--- src/rtl/rsc_pkg.sv ---
// Shared definitions for the RSC register-transfer controller slice.
//   - op encodings (OP_MOV/OP_ADDI/OP_SUBI/OP_CLR)
//   - controller FSM state type
//   - one-hot register-select constants
//   - default data / immediate widths
package rsc_pkg;

    localparam int unsigned DATA_W_DEFAULT = 16;
    localparam int unsigned IMM_W_DEFAULT  = 8;

    typedef enum logic [1:0] {
        OP_MOV  = 2'b00,
        OP_ADDI = 2'b01,
        OP_SUBI = 2'b10,
        OP_CLR  = 2'b11
    } op_e;

    typedef enum logic [1:0] {
        StIdle,
        StRead,
        StExec,
        StWrite
    } state_e;

    localparam logic [3:0] ONEHOT_NONE = 4'b0000;
    localparam logic [3:0] ONEHOT_R0   = 4'b0001;
    localparam logic [3:0] ONEHOT_R1   = 4'b0010;
    localparam logic [3:0] ONEHOT_R2   = 4'b0100;
    localparam logic [3:0] ONEHOT_R3   = 4'b1000;

endpackage

--- src/rtl/rsc_reg_xfer_ctrl_if.sv ---
// Instruction handshake plus register-file bus of the RSC transfer controller.
//   instr_valid/instr_ready/op/rd/rs/imm : instruction channel
//   reg_rd_en/reg_rd_data                 : register-file read side
//   reg_wr_en/reg_wr_data                 : register-file write side
//   done/flag_z/flag_c                    : retire pulse and status flags
// Modports:
//   slave  : the controller
//   master : instruction source together with the register file it talks to
interface rsc_reg_xfer_ctrl_if #(
    parameter int unsigned DATA_W = 16,
    parameter int unsigned IMM_W  = 8
);
    logic              instr_valid;
    logic              instr_ready;
    logic [1:0]        op;
    logic [1:0]        rd;
    logic [1:0]        rs;
    logic [IMM_W-1:0]  imm;
    logic [3:0]        reg_rd_en;
    logic [DATA_W-1:0] reg_rd_data;
    logic [3:0]        reg_wr_en;
    logic [DATA_W-1:0] reg_wr_data;
    logic              done;
    logic              flag_z;
    logic              flag_c;

    modport slave (
        input  instr_valid, op, rd, rs, imm, reg_rd_data,
        output instr_ready, reg_rd_en, reg_wr_en, reg_wr_data, done, flag_z, flag_c
    );

    modport master (
        output instr_valid, op, rd, rs, imm, reg_rd_data,
        input  instr_ready, reg_rd_en, reg_wr_en, reg_wr_data, done, flag_z, flag_c
    );
endinterface

--- src/rtl/rsc_onehot_dec.sv ---
// 2-bit register index to 4-bit one-hot select, gated by an enable.
//   idx_i    : register index
//   en_i     : when low the output is all zeros
//   onehot_o : one-hot select (or ONEHOT_NONE)
module rsc_onehot_dec
    import rsc_pkg::*;
(
    input  logic [1:0] idx_i,
    input  logic       en_i,
    output logic [3:0] onehot_o
);
    always_comb begin
        onehot_o = ONEHOT_NONE;
        if (en_i) begin
            unique case (idx_i)
                2'd0: onehot_o = ONEHOT_R0;
                2'd1: onehot_o = ONEHOT_R1;
                2'd2: onehot_o = ONEHOT_R2;
                2'd3: onehot_o = ONEHOT_R3;
            endcase
        end
    end
endmodule

--- src/rtl/rsc_reg_xfer_ctrl.sv ---
// Micro-sequencer in front of the RSC 4-entry register file. Takes one
// MOV/ADDI/SUBI/CLR instruction at a time, reads the source register,
// computes the result and writes the destination register.
//   clk : rising-edge clock
//   rst : synchronous, active-high reset
//   bus : rsc_reg_xfer_ctrl_if.slave (instruction channel + register-file bus)
// Optional build macro RSC_XFER_FLAGS_EN enables the zero/carry flags; without
// it flag_z/flag_c are tied low.
module rsc_reg_xfer_ctrl
    import rsc_pkg::*;
#(
    parameter int unsigned DATA_W = DATA_W_DEFAULT,
    parameter int unsigned IMM_W  = IMM_W_DEFAULT
) (
    input  logic                 clk,
    input  logic                 rst,
    rsc_reg_xfer_ctrl_if.slave   bus
);
    state_e            state_q, state_d;
    op_e               op_q;
    logic [1:0]        rd_q, rs_q;
    logic [IMM_W-1:0]  imm_q;
    logic [DATA_W-1:0] operand_q;
    logic [DATA_W-1:0] wr_data_q;
    logic [DATA_W:0]   result_d;
    logic [DATA_W:0]   imm_ext;
    logic              accept;

    assign accept  = bus.instr_valid && (state_q == StIdle);
    assign imm_ext = {{(DATA_W + 1 - IMM_W){1'b0}}, imm_q};

    always_comb begin
        state_d = state_q;
        unique case (state_q)
            StIdle:  if (accept) state_d = (op_e'(bus.op) == OP_CLR) ? StExec : StRead;
            StRead:  state_d = StExec;
            StExec:  state_d = StWrite;
            StWrite: state_d = StIdle;
        endcase
    end

    // One extra bit so bit DATA_W is the ADDI carry / SUBI borrow.
    always_comb begin
        result_d = '0;
        unique case (op_q)
            OP_MOV:  result_d = {1'b0, operand_q};
            OP_ADDI: result_d = {1'b0, operand_q} + imm_ext;
            OP_SUBI: result_d = {1'b0, operand_q} - imm_ext;
            OP_CLR:  result_d = '0;
        endcase
    end

    always_ff @(posedge clk) begin
        if (rst) begin
            state_q   <= StIdle;
            op_q      <= OP_MOV;
            rd_q      <= '0;
            rs_q      <= '0;
            imm_q     <= '0;
            operand_q <= '0;
            wr_data_q <= '0;
        end else begin
            state_q <= state_d;
            if (accept) begin
                op_q  <= op_e'(bus.op);
                rd_q  <= bus.rd;
                rs_q  <= bus.rs;
                imm_q <= bus.imm;
            end
            if (state_q == StRead) operand_q <= bus.reg_rd_data;
            if (state_q == StExec) wr_data_q <= result_d[DATA_W-1:0];
        end
    end

`ifdef RSC_XFER_FLAGS_EN
    logic flag_z_q, flag_c_q;
    logic carry_d;

    assign carry_d = ((op_q == OP_ADDI) || (op_q == OP_SUBI)) ? result_d[DATA_W] : 1'b0;

    // Flags capture on the EXEC->WRITE step and hold otherwise.
    always_ff @(posedge clk) begin
        if (rst) begin
            flag_z_q <= 1'b0;
            flag_c_q <= 1'b0;
        end else if (state_q == StExec) begin
            flag_z_q <= (result_d[DATA_W-1:0] == '0);
            flag_c_q <= carry_d;
        end
    end

    assign bus.flag_z = flag_z_q;
    assign bus.flag_c = flag_c_q;
`else
    logic unused_carry;
    assign unused_carry = result_d[DATA_W];
    assign bus.flag_z   = 1'b0;
    assign bus.flag_c   = 1'b0;
`endif

    // Read and write selects come from mutually exclusive states, so they
    // can never overlap.
    rsc_onehot_dec u_rd_dec (
        .idx_i    (rs_q),
        .en_i     (state_q == StRead),
        .onehot_o (bus.reg_rd_en)
    );

    rsc_onehot_dec u_wr_dec (
        .idx_i    (rd_q),
        .en_i     (state_q == StWrite),
        .onehot_o (bus.reg_wr_en)
    );

    assign bus.instr_ready = (state_q == StIdle);
    assign bus.done        = (state_q == StWrite);
    assign bus.reg_wr_data = wr_data_q;
endmodule
--- src/flat_wrapper.sv ---
// flat-port wrapper written by rule: the top's interface ports become plain ports
module rsc_reg_xfer_ctrl_flat import rsc_pkg::*;
#(
    parameter int unsigned DATA_W = DATA_W_DEFAULT,
    parameter int unsigned IMM_W  = IMM_W_DEFAULT
)
  (clk, rst, bus_instr_valid, bus_op, bus_rd, bus_rs, bus_imm, bus_reg_rd_data, bus_instr_ready, bus_reg_rd_en, bus_reg_wr_en, bus_reg_wr_data, bus_done, bus_flag_z, bus_flag_c);
  rsc_reg_xfer_ctrl_if #(.DATA_W(DATA_W), .IMM_W(IMM_W)) bus_i ();
  input  logic clk;
  input  logic rst;
  input wire logic [$bits(bus_i.instr_valid)-1:0] bus_instr_valid;
  input wire logic [$bits(bus_i.op)-1:0] bus_op;
  input wire logic [$bits(bus_i.rd)-1:0] bus_rd;
  input wire logic [$bits(bus_i.rs)-1:0] bus_rs;
  input wire logic [$bits(bus_i.imm)-1:0] bus_imm;
  input wire logic [$bits(bus_i.reg_rd_data)-1:0] bus_reg_rd_data;
  output wire logic [$bits(bus_i.instr_ready)-1:0] bus_instr_ready;
  output wire logic [$bits(bus_i.reg_rd_en)-1:0] bus_reg_rd_en;
  output wire logic [$bits(bus_i.reg_wr_en)-1:0] bus_reg_wr_en;
  output wire logic [$bits(bus_i.reg_wr_data)-1:0] bus_reg_wr_data;
  output wire logic [$bits(bus_i.done)-1:0] bus_done;
  output wire logic [$bits(bus_i.flag_z)-1:0] bus_flag_z;
  output wire logic [$bits(bus_i.flag_c)-1:0] bus_flag_c;
  assign bus_i.instr_valid = bus_instr_valid;
  assign bus_i.op = bus_op;
  assign bus_i.rd = bus_rd;
  assign bus_i.rs = bus_rs;
  assign bus_i.imm = bus_imm;
  assign bus_i.reg_rd_data = bus_reg_rd_data;
  assign bus_instr_ready = bus_i.instr_ready;
  assign bus_reg_rd_en = bus_i.reg_rd_en;
  assign bus_reg_wr_en = bus_i.reg_wr_en;
  assign bus_reg_wr_data = bus_i.reg_wr_data;
  assign bus_done = bus_i.done;
  assign bus_flag_z = bus_i.flag_z;
  assign bus_flag_c = bus_i.flag_c;
  rsc_reg_xfer_ctrl #(.DATA_W(DATA_W), .IMM_W(IMM_W)) u_core (.clk(clk), .rst(rst), .bus(bus_i));
endmodule
--- config.mk ---
export PLATFORM = sky130hd
export DESIGN_NAME = rsc_reg_xfer_ctrl_flat
export DESIGN_NICKNAME = d
export VERILOG_FILES = /design/src/rtl/rsc_pkg.sv /design/src/rtl/rsc_reg_xfer_ctrl_if.sv /design/src/rtl/rsc_onehot_dec.sv /design/src/rtl/rsc_reg_xfer_ctrl.sv /design/src/flat_wrapper.sv
export SDC_FILE = /design/constraint.sdc
export NUM_CORES = 1
export LEC_CHECK = 0
export ABC_AREA = 0
export BUFFER_PORTS_ARGS = -buffer_cell sky130_fd_sc_hd__buf_2
export CAP_MARGIN = 20
export CORE_ASPECT_RATIO = 0.8
export CORE_MARGIN = 1.5
export CORE_UTILIZATION = 55
export DETAILED_ROUTE_END_ITERATION = 8
export PLACE_DENSITY = 0.8
export SLEW_MARGIN = 0
export SYNTH_ARGS = -nofsm -noshare
export SYNTH_HDL_FRONTEND = slang
export SYNTH_HIERARCHICAL = 1
export SYNTH_SLANG_ARGS = --single-unit
--- constraint.sdc ---
create_clock -name clk -period 3.6 [get_ports clk]
set_input_delay 0.72 -clock clk [delete_from_list [all_inputs] [get_ports clk]]
set_output_delay 0.72 -clock clk [all_outputs]
set_load 0.005 [all_outputs]
==> qor.csv <==
stage,metric,value,unit
outcome,status,"finished, violations left",
outcome,violations,design-rule violations,
clock_network,postCtsSetupBuffers,0,
critical_path,cp-start-kind,flop,
layout,nNetsFinal,469,
clock_network,cts.repair.resized,0,
timing,relSlewSlack,0.369,
placement,post-dp-hpwl,5550,um
power_and_ir_drop,report.power.total,0.00296,W
floorplanning,start_util,0.584,
clock_network,cts_tree,done,
critical_path,worstPathRequired,3790,ps
timing,fin_crit,3040,ps
logic_synthesis,ys_dominant_reg_cell,dfxtp_1,
layout,drive_gt1_frac,0.196,
layout,n_antenna_cell,0,
clock_network,cts.sinks,48,
grt,grt_pass1_vias,2281,
timing,tns,0,ps
clock_network,clk_pin_slew_worst_paths,90,ps
floorplanning,fp.dieH,68.8,um
layout,layout_common_cells,"buf_2 (58), dfxtp_1 (48), nand2_1 (46), nor2_1 (42), a21oi_1 (32)",
route,viasPerCell,5.65,
critical_path,critPathMaxFanout,6,
hold_path,min_from,u_core/op_q[0]$_SDFFE_PP0P_,
floorplanning,die_area,5860,um2
power_and_ir_drop,power.leakage,1.47,nW
route,postRouteAntennaNets,0,
critical_path,path_class,reg2reg,
layout,area_growth,13.3,%
clock_network,cts_root_buffer,clkbuf_8,
critical_path,reg2reg_depth,12,
timing,period_share,0.845,
floorplanning,core,5090,um2
critical_path,crit_arrival,3230,ps
power_and_ir_drop,p_per_area,880,nW/um2
critical_path,ff2ff_setup_slack,560,ps
logic_synthesis,syn_inst,365,
timing,skew,9.49,ps
critical_path,cp-end-kind,flop,
power_and_ir_drop,p_clk_frac,0.118,
power_and_ir_drop,swShare,0.466,
power_and_ir_drop,intPower,0.00158,W
grt,grt_overflow,0,
logic_synthesis,synth_enable_flop_cells,0,
logic_synthesis,synth_seq_cells,48,
route,vias,2683,
clock_network,numCtsBuffers,5,
grt,grt_max_degree,32,
logic_synthesis,avgSynthCellArea,8.14,um2
critical_path,rr_startpoint,u_core/imm_q[2]$_SDFFE_PP0P_,
placement,place_congestion,0.932,
timing,final_hold_viol_count,0,
floorplanning,die_w,85.2,um
route,drc,6,
logic_synthesis,yosysSeqAreaShare,0.323,
placement,io_buffers,58,
floorplanning,num_rows,23,
floorplanning,ios,61,
power_and_ir_drop,seqPwrFrac,0.263,
grt,grt_first_pass_wirelength,11300,um
timing,drv_slew,0,
timing,grt_setup_unrepaired,no,
grt,grt_usage,0.251,
hold_path,hold_class,reg2reg,
hold_path,hold-path-endpoint,u_core/op_q[0]$_SDFFE_PP0P_,
logic_synthesis,synth_area,2970,um2
timing,clock.fmax,329,MHz
logic_synthesis,ys_warn_count,6,
logic_synthesis,ys_types,46,
logic_synthesis,async_flop_share,0,
route,drtIter0Drc,223,
power_and_ir_drop,irDropWorstVdd,440,uV
power_and_ir_drop,p_switching,0.00138,W
timing,tightest_slew,946,ps
run,drv_cap,0,
grt,antenna_found_initial,0,
clock_network,cts.path.max_buffers,2,
timing,hold_slack,465,ps
clock_network,htree_levels,2,
critical_path,r2r-end,u_core/bus.reg_wr_data[14]$_SDFFE_PP0P_,
route,drt-pass1-iter-count,7,
power_and_ir_drop,combPwrFrac,0.618,
clock_network,holdBufCountCts,0,
route,wl_per_cell,15.2,um
route,drt-total-wl,7240,um
layout,fillers,449,
layout,final_common_cell,buf_2,
clock_network,clkLatencyLatePin,310,ps
timing,setup_viol,0,
hold_path,hold_depth,2,
## final cells by class
cell class / count / area [um2] / area share
Clock buffer: 6 / 82.6 / 0.0245
Clock inverter: 2 / 13.8 / 0.00408
Inverter: 10 / 37.5 / 0.0111
Multi-Input combinational cell: 286 / 1880 / 0.559
Sequential cell: 48 / 961 / 0.285
Tap cell: 62 / 77.6 / 0.0230
Timing Repair Buffer: 61 / 313 / 0.0928
## power by group through the flow
stage	logic, W	registers (W)	clock network (W)
global placement	0.00178	0.000787	0
CTS	0.00181	0.000778	0.000355
global route	0.00202	0.000797	0.000379
floorplan	0.00140	0.000762	0
finish	0.00183	0.000781	0.000350
detailed placement	0.00179	0.000791	0
## metal layers
layer | vias up | track usage | part of all wire
met5 | - | 0 | 0
met4 | 0 | 0.0676 | 0.013
met3 | 10 | 0.0548 | 0.078
met2 | 99 | 0.364 | 0.41
met1 | 1203 | 0.374 | 0.50
li1 | 1371 | - | -
## kinds of logic after synthesis
| logic type | count (synthesis) | synth area share |
|---|---|---|
| AO/OA/AOI/OAI | 95 | 0.202 |
| XOR/XNOR | 21 | 0.0619 |
| adder cells (fa/ha/maj) | 24 | 0.104 |
| buffers and inverters | 32 | 0.0442 |
| flip-flops | 48 | 0.323 |
| multiplexers | 18 | 0.0606 |
| other | 1 | 0.00126 |
| AND/OR/NAND/NOR | 126 | 0.203 |
## sequential cells by signal, summed over array words and instances, names as in the netlist
register and flops:
u_core/operand_q 16, u_core/bus.reg_wr_data 16, u_core/rs_q 2, u_core/imm_q 8, u_core/state_q 2, u_core/rd_q 2
u_core/op_q 2
## Yosys cell counts, drive strengths merged, types with 5 or more instances
cell type | instances | share of area
mux2i | 18 | 0.061
nor2b | 8 | 0.017
o22ai | 6 | 0.013
buf | 9 | 0.015
xor2 | 5 | 0.015
dfxtp | 48 | 0.32
nor2 | 42 | 0.053
a21o | 8 | 0.020
a211oi | 5 | 0.013
clkbuf | 13 | 0.017
ha | 23 | 0.097
nand2 | 46 | 0.058
xnor2 | 16 | 0.047
a21oi | 32 | 0.054
o21ai | 20 | 0.035
nor3 | 5 | 0.0084
a31oi | 8 | 0.017
inv | 10 | 0.013
a22oi | 5 | 0.013
## how the worst max path moves through the flow
| stage | depth (start not counted) | endpoint | slack (ps) | start |
|---|---|---|---|---|
| 2_1_floorplan | 12 | u_core/bus.reg_wr_data[14]$_SDFFE_PP0P_ | 920 | u_core/imm_q[2]$_SDFFE_PP0P_ |
| 3_3_place_gp | 10 | u_core/bus.reg_wr_data[10]$_SDFFE_PP0P_ | 730 | u_core/op_q[0]$_SDFFE_PP0P_ |
| 3_5_place_dp | 12 | u_core/bus.reg_wr_data[14]$_SDFFE_PP0P_ | 600 | u_core/imm_q[2]$_SDFFE_PP0P_ |
| 4_1_cts | 12 | u_core/bus.reg_wr_data[14]$_SDFFE_PP0P_ | 560 | u_core/imm_q[2]$_SDFFE_PP0P_ |
| 5_1_grt | 12 | u_core/bus.reg_wr_data[14]$_SDFFE_PP0P_ | 270 | u_core/imm_q[2]$_SDFFE_PP0P_ |
| 6_report | 12 | u_core/bus.reg_wr_data[14]$_SDFFE_PP0P_ | 560 | u_core/imm_q[2]$_SDFFE_PP0P_ |
## critical path, cell delays in order, from the launching register on
cell,delay (ps)
dfxtp_1,360
nor3_1,320
nand2_1,110
nor4_1,210
ha_1,280
mux2i_1,140
ha_1,320
a21oi_1,240
o21ai_0,160
a221o_1,370
a21oi_1,150
xor2_1,180
o22ai_1,80
## metrics by stage
stage	setup WS, ps	util	instance area [um2]	instances
after floorplan	916	-	2980	366
after global placement	733	0.643	3270	467
after detailed placement	602	0.643	3270	467
after CTS	563	0.662	3370	475
after global routing	269	0.662	3370	475
final	558	0.662	3370	475
No activity file was read; power rests on OpenSTA's default activity.
